**config.mk**
```make
export PLATFORM = sky130hd
export DESIGN_NAME = iram_loader
export DESIGN_NICKNAME = d
export VERILOG_FILES = /design/src/rtl/iram_loader.sv
export SDC_FILE = /design/constraint.sdc
export NUM_CORES = 1
export LEC_CHECK = 0
export CORE_MARGIN = 3
export CORE_UTILIZATION = 51
export CTS_BUF_LIST = sky130_fd_sc_hd__clkbuf_16
export CTS_CLUSTER_DIAMETER = 60
export DETAILED_ROUTE_END_ITERATION = 10
export GPL_ROUTABILITY_DRIVEN = 1
export GPL_TIMING_DRIVEN = 0
export PLACE_DENSITY_LB_ADDON = 0.05
export SYNTH_ARGS = -nofsm -noshare
export SYNTH_HDL_FRONTEND = slang
export SYNTH_SLANG_ARGS = --single-unit
```
**constraint.sdc**
```tcl
create_clock -name clock -period 2.95 [get_ports clock]
set_clock_uncertainty 0.2 [all_clocks]
set_input_delay 0.4425 -clock clock [delete_from_list [all_inputs] [get_ports clock]]
set_output_delay 0.4425 -clock clock [all_outputs]
set_load 0.03 [all_outputs]
```
**src/rtl/iram_loader.sv**
```systemverilog
// Byte-stream IRAM loader: takes a 16-bit word count and then big-endian 16-bit
// instructions, writes each one through the external IRAM port and gates the run enable.
module iram_loader #(
  parameter int ADDR_W     = 9,
  parameter int DATA_W     = 16,
  parameter int BASE_ADDR  = 1,
  parameter int WRITE_HOLD = 4,
  parameter int MAX_WORDS  = 511
) (
  input  logic              clock,
  input  logic              reset,
  input  logic              load_en,
  input  logic [7:0]        byte_in,
  input  logic              byte_valid,
  output logic              byte_ready,
  output logic [ADDR_W-1:0] addr_ext,
  output logic              iram_write_ext,
  output logic [DATA_W-1:0] Data_in_ins,
  output logic              start_2,
  output logic              start,
  output logic              busy,
  output logic              done,
  output logic              error,
  output logic [ADDR_W-1:0] words_loaded
);

  localparam int HOLD_W = (WRITE_HOLD < 2) ? 1 : $clog2(WRITE_HOLD + 1);
  localparam logic [HOLD_W-1:0] HOLD_LAST = HOLD_W'(WRITE_HOLD - 1);
  localparam bit PARAM_OK = (DATA_W == 16) && (WRITE_HOLD >= 1) &&
                            ((BASE_ADDR + MAX_WORDS - 1) <= ((2 ** ADDR_W) - 1));

  typedef enum logic [3:0] {
    S_IDLE, S_LEN_HI, S_LEN_LO, S_DATA_HI, S_DATA_LO,
    S_SETUP, S_WRITE, S_RECOVER, S_DONE, S_ERROR
  } state_t;

  state_t            state, state_nxt;
  logic [15:0]       count;
  logic [HOLD_W-1:0] hold_cnt;
  logic [15:0]       count_full;
  logic [16:0]       wl_next;
  logic              consume, overrun, accept_load, count_bad, last_word;

  assign count_full = {count[15:8], byte_in};
  assign count_bad  = (count_full == 16'd0) || (count_full > 16'(MAX_WORDS));
  assign wl_next    = 17'(words_loaded) + 17'd1;
  assign last_word  = (wl_next == {1'b0, count});

  always_comb begin
    state_nxt      = state;
    byte_ready     = 1'b0;
    iram_write_ext = 1'b0;
    busy           = 1'b1;
    accept_load    = 1'b0;
    unique case (state)
      S_IDLE, S_DONE, S_ERROR: begin
        busy        = 1'b0;
        accept_load = load_en;
        if (load_en) state_nxt = S_LEN_HI;
      end
      S_LEN_HI:  begin byte_ready = 1'b1; if (byte_valid) state_nxt = S_LEN_LO; end
      S_LEN_LO: begin
        byte_ready = 1'b1;
        if (byte_valid) state_nxt = count_bad ? S_ERROR : S_DATA_HI;
      end
      S_DATA_HI: begin byte_ready = 1'b1; if (byte_valid) state_nxt = S_DATA_LO; end
      S_DATA_LO: begin byte_ready = 1'b1; if (byte_valid) state_nxt = S_SETUP; end
      S_SETUP:   state_nxt = S_WRITE;
      S_WRITE: begin
        iram_write_ext = 1'b1;
        if (hold_cnt == HOLD_LAST) state_nxt = S_RECOVER;
      end
      S_RECOVER: state_nxt = last_word ? S_DONE : S_DATA_HI;
      default:   state_nxt = S_IDLE;
    endcase
    start_2 = busy;
    consume = byte_valid && byte_ready;
    overrun = byte_valid && !byte_ready && busy;
  end

  always_ff @(posedge clock) begin
    if (reset) begin
      state        <= S_IDLE;
      addr_ext     <= ADDR_W'(BASE_ADDR);
      Data_in_ins  <= '0;
      count        <= '0;
      hold_cnt     <= '0;
      words_loaded <= '0;
      start        <= 1'b0;
      done         <= 1'b0;
      error        <= 1'b0;
    end else begin
      state    <= state_nxt;
      hold_cnt <= (state == S_WRITE) ? hold_cnt + HOLD_W'(1) : '0;
      if (accept_load) begin
        addr_ext     <= ADDR_W'(BASE_ADDR);
        words_loaded <= '0;
        start        <= 1'b0;
        done         <= 1'b0;
        error        <= 1'b0;
      end else begin
        // start trails done by one cycle so IRAM is quiet before the core runs
        if (state == S_DONE) start <= 1'b1;
        if (state == S_RECOVER) begin
          addr_ext     <= addr_ext + ADDR_W'(1);
          words_loaded <= words_loaded + ADDR_W'(1);
          if (last_word) done <= 1'b1;
        end
        if (overrun || (state == S_LEN_LO && consume && count_bad)) error <= 1'b1;
      end
      if (consume) begin
        unique case (state)
          S_LEN_HI:  count[15:8] <= byte_in;
          S_LEN_LO:  count[7:0]  <= byte_in;
          S_DATA_HI: Data_in_ins[DATA_W-1 -: 8] <= byte_in;
          S_DATA_LO: Data_in_ins[7:0] <= byte_in;
          default: ;
        endcase
      end
    end
  end

  assert property (@(posedge clock) PARAM_OK)
    else $error("iram_loader: parameters allow the IRAM address to wrap");

endmodule

```
# Yosys cells after proc, flatten, opt, wreduce, memory -nomap -nowiden

Index checks and enable logic that the tools add are counted.

Add/subtract/negate cells: 4
$mul: 0
Div/mod/pow operators: 0
Magnitude comparators: 1
Eq/ne operators: 17
Shift operators: 0
Multiplexer cells: 13
Bitwise gates (word level): 1
Reductions and logical operators: 20

Operators by type and width:

| cell                                                                  | count |
|---|---|
| 4-bit two-way mux                                                     | 8 |
| 4-bit one-hot mux with 8 select lines                                 | 1 |
| 9-bit by 1-bit adder with 9-bit output, second input constant         | 2 |
| 10-bit by 16-bit == test with 1-bit output                            | 1 |
| 4-bit by 3-bit == test with 1-bit output, second input constant       | 4 |
| 16-bit by 9-bit > comparator with 1-bit output, second input constant | 1 |
| 16-bit logical NOT                                                    | 1 |
| 2-bit inequality test, second input constant                          | 6 |
| 9-bit by 1-bit adder with 10-bit output, second input constant        | 1 |
| 2-bit AND reduction                                                   | 5 |
| 4-bit by 2-bit == test with 1-bit output, second input constant       | 2 |
| 4-bit == test, second input constant                                  | 2 |
| 6-bit AND reduction                                                   | 1 |
| 1-bit logical AND                                                     | 5 |
| 4-bit by 1-bit == test with 1-bit output, second input constant       | 1 |
| 4-bit logical NOT                                                     | 1 |
| 1-bit two-way mux                                                     | 4 |
| 2-bit OR reduction                                                    | 2 |
| 4-bit OR reduction                                                    | 1 |
| 3-bit by 1-bit adder with 3-bit output, second input constant         | 1 |
| 3-bit by 2-bit == test with 1-bit output, second input constant       | 1 |
| 3-bit OR reduction                                                    | 1 |
| 1-bit logical OR                                                      | 2 |
| 1-bit logical NOT                                                     | 1 |
| 1-bit NOT                                                             | 1 |

Flip-flop bits (word level): 60
Latch bits: 0
Memory bits (writable): 0
Bits in read-only memories: 0
Input bits: 12
Word-level logic and storage cells: 67
Memories kept: 0

# Depth between registers and ports, before layout

Word-level depth: 7
Gate-level depth with buffers: 8
Gate-level depth less buffers: 7

# Worst setup path after synthesis

OpenSTA, ideal clock, no wires.

Kind: reg2reg
Start: register state[2]
End: register state[1]
Setup time: 0.074 ns
Arrival: 2.152 ns
Data required time: 2.676 ns
Path slack: 0.523 ns
Cell stages (with the launch flop): 6
Cells stage by stage: dfxtp_1 -> nor4bb_1 -> nand2b_1 -> o221a_2 -> a21o_1 -> a31oi_1

Cells in the longest elaborated chain, start to end: 4

Ends and longest elaborated chain:

| item                                               | RTL line | RTL |
|---|---|---|
| from (decl)                                        | 37       | `state_t state, state_nxt;` |
| from (signal assigned)                             | 93       | `state <= state_nxt;` |
| 4-bit == test or 4-bit logical NOT (tied branches) | 55       | `unique case (state)` |
| 3-bit OR reduction                                 | 55       |  |
| 2-bit inequality test (no line)                    | n/a      |  |
| 6-bit AND reduction (no line)                      | n/a      |  |

Parallel ways exist; a longest one is shown, timed or not.
A chain may end at the register's enable or synchronous reset.

# Worst setup path after layout

Start: register state[2]
End: output port iram_write_ext

Cells in the longest elaborated chain, start to end: 2

Ends and longest elaborated chain:

| item                                     | RTL line | RTL |
|---|---|---|
| 4-bit by 3-bit == test with 1-bit output | 55       |  |
| 1-bit two-way mux                        | 55       |  |
| to (decl)                                | 17       | `output logic iram_write_ext,` |

Every way passes these cells.

==> results.md <==
* Setup crit end kind: output pin
* Row count at 26
* Root buf cell: clkbuf_16
* Cell area after synthesis at 2750 um2
* Initial antenna violation count at 0
* Startpoint Class: flip-flop
* Placed Instances at 431
* Vias in the first global route at 2,299
* Routability cong. at 0.859
* Post-synthesis sequential area ratio at 0.438
* Number of diodes at 0
* DRC viols at 0
* Period utilization at 0.914
* Hold depth at 1
* Area of the multi-input gates at 1430 um2
* Vias per inst at 5.33
* Nets at 388
* VDD IR max at 495 uV
* Crit path DAT at 2.05 ns
* FF-to-FF Start: words_loaded[0]
* Final Hold Viols at 0
* CTS Hold Bufs at 0
* Layout area overhead at 31.8%
* Yosys warns at 0
* Final worst slack at 0.254 ns
* Clock power share at 0.430
* Post-synth top area cell: dfxtp_1
* Sw Share at 0.261
* GRT overflow at 0
* Dpl cell area at 3340 um2
* Final cell count without fillers at 446
* Largest net degree at the start of global routing at 11
* Logic pwr share at 0.178
* Gr usage total at 0.217
* Htree depth at 3
* Top cell type's share of synthesized area at 0.438
* Core Area at 5170 um2
* First-pass GRT wire length at 10,700 um
* Slew headroom at 0.611
* Leakage power total at 1.46 nW
* Pwr dens at 613 nW/um2
* Setup CP Type: flip-flop to output pin
* Synthesized area per cell at 8.86 um2
* WP data required at 2.31 ns
* R2R Setup Slk at 0.41 ns
* Setup repair bufs after CTS at 0
* Die Span X at 79.4 um
* Total negative slack at 0 ns
* Mapped Cells at 310
* Synth top cells by count: 60 x dfxtp_1, 58 x nor2_1, 33 x mux2i_1
* Final Power at 2.22 mW
* Number of synthesized flops with an enable pin at 0
* Finish-stage setup viols at 0
* Min-delay worst type: flip-flop to flip-flop
* Power Internal at 1.64 mW
* Detailed Routing Iterations Pass 1 at 4
* Hold path endpoint: hold_cnt[0]
* Clock buffer depth at 2
* # IOs at 53
* CTS resizes at 0
* Worst reg2reg path depth at 8
* FF+latch count, synth at 60
* Register Area at 1200 um2
* Inserted Clock Buffers at 9
* WL/cell at 13.9 um
* Outcome: finished, final reports clean
* IO Port Bufs at 51
* TritonCTS Sinks at 60
* Worst slew pin tran at 0.583 ns
* Fillers at 431
* Net Count, Synth at 326
* Hold Path Origin: hold_cnt[0]
* Max-slew violations at 0
* ANT nets after route at 0
* Sequential Power Share at 0.393
* CTS clock-pin slew for the worst setup and hold paths at 0.05 ns
* Vias at 2,378
* Max-cap violations at 0
* Distinct cells, synth at 46
* Clk_lat worst skew at 0.32 ns
* CTS tree: done
* Setup WS pre-CTS at 0.491 ns
* Starting Density at 0.531
* RSZ-0062 raised after global routing: no
* Initial drt markers at 154
* DIE AREA at 6300 um2
* Fmax at 371 MHz
* Top-count cell post-synth: dfxtp_1
* Post-Route WL at 6190 um
* Fin crit period at 2.70 ns
* RR Endpoint: done
* CP max FO at 8
* Die boundary height at 79.4 um
* Layout cell share with drive strength beyond 1 at 0.0612
* Asr flop ratio synth at 0
* Dpl hpwl at 4400 um
* Top post-synthesis cells by area: dfxtp_1 44%, mux2i_1 12%, nor2_1 7.9%
* Top FF cell, synth: dfxtp_1
* Psw at 0.579 mW
* Post-route cell area at 3620 um2
power groups by stage:
stage	clock [mW]	sequential [mW]	combinational, mW
3_3_place_gp	0	0.885	0.389
6_report	0.953	0.871	0.394
3_5_place_dp	0	0.886	0.393
2_1_floorplan	0	0.889	0.267
5_1_grt	1.01	0.875	0.434
4_1_cts	0.969	0.871	0.396
flip-flops by register name, indices dropped and copies added, names as in the netlist:
signal        count
done              1
Data_in_ins      16
words_loaded      9
addr_ext          9
error             1
start             1
count            16
state             4
hold_cnt          3
layer usage:
metal,track usage,up-vias,routed length (um)
li1,-,1201,-
met1,0.275,1100,2910
met2,0.346,68,2850
met3,0.0522,9,315
met4,0.105,0,104
met5,0,-,0
cells by family (layout without fill, tap and decap cells):
group | count (synthesis) | in the layout | synth area share
AO/OA/AOI/OAI | 43 | 43 | 0.0980
XOR/XNOR | 21 | 21 | 0.0670
adder cells (fa/ha/maj) | 4 | 4 | 0.0182
buffers and inverters | 26 | 92 | 0.0428
flip-flops | 60 | 60 | 0.438
multiplexers | 33 | 33 | 0.120
AND/OR/NAND/NOR | 123 | 123 | 0.216
layout make-up:
type,count,share of cell area
multi-input combinational,224,0.394
sequential,60,0.332
timing repair buffer,51,0.141
clock buffer,9,0.0623
tap,70,0.0242
buffer,15,0.0211
clock inverter,6,0.0135
inverter,11,0.0114
layout by cell type (no fill, tap or decap), drive strengths merged, types with 2 or more instances in the layout:
cell,n
nor2b,2
clkinv,3
o21bai,2
and3,3
nand2,16
a31oi,4
dfxtp,60
a21oi,14
xnor2,10
ha,4
xor2,11
nand3b,2
nor3,5
or3,6
inv,13
nor2,59
nor4,3
nand4,9
o21ai,13
nand3,8
nand2b,4
mux2i,33
clkbuf,17
buf,7
clkdlybuf4s50,51
critical path, stage by stage, from the launching register on:
cell,delay [ns]
dfxtp_1,0.46
nor4bb_1,0.51
clkdlybuf4s50_1,0.76
worst max-delay path by stage:
stage	slack [ns]	from	endpoint
floorplan	0.52	state[2]	state[1]
global placement	0.50	words_loaded[0]	state[3]
detailed placement	0.49	words_loaded[0]	done
CTS	0.27	state[2]	iram_write_ext
global route	0.13	state[3]	byte_ready
finish	0.25	state[2]	iram_write_ext
metrics by stage:
stage               hold WS (ns)  utilization
floorplan                  0.199            -
global placement           0.209        0.646
detailed placement         0.217        0.646
CTS                        0.223        0.699
global route               0.254        0.699
finish                     0.218        0.699
(Power assumes the default switching activity.)
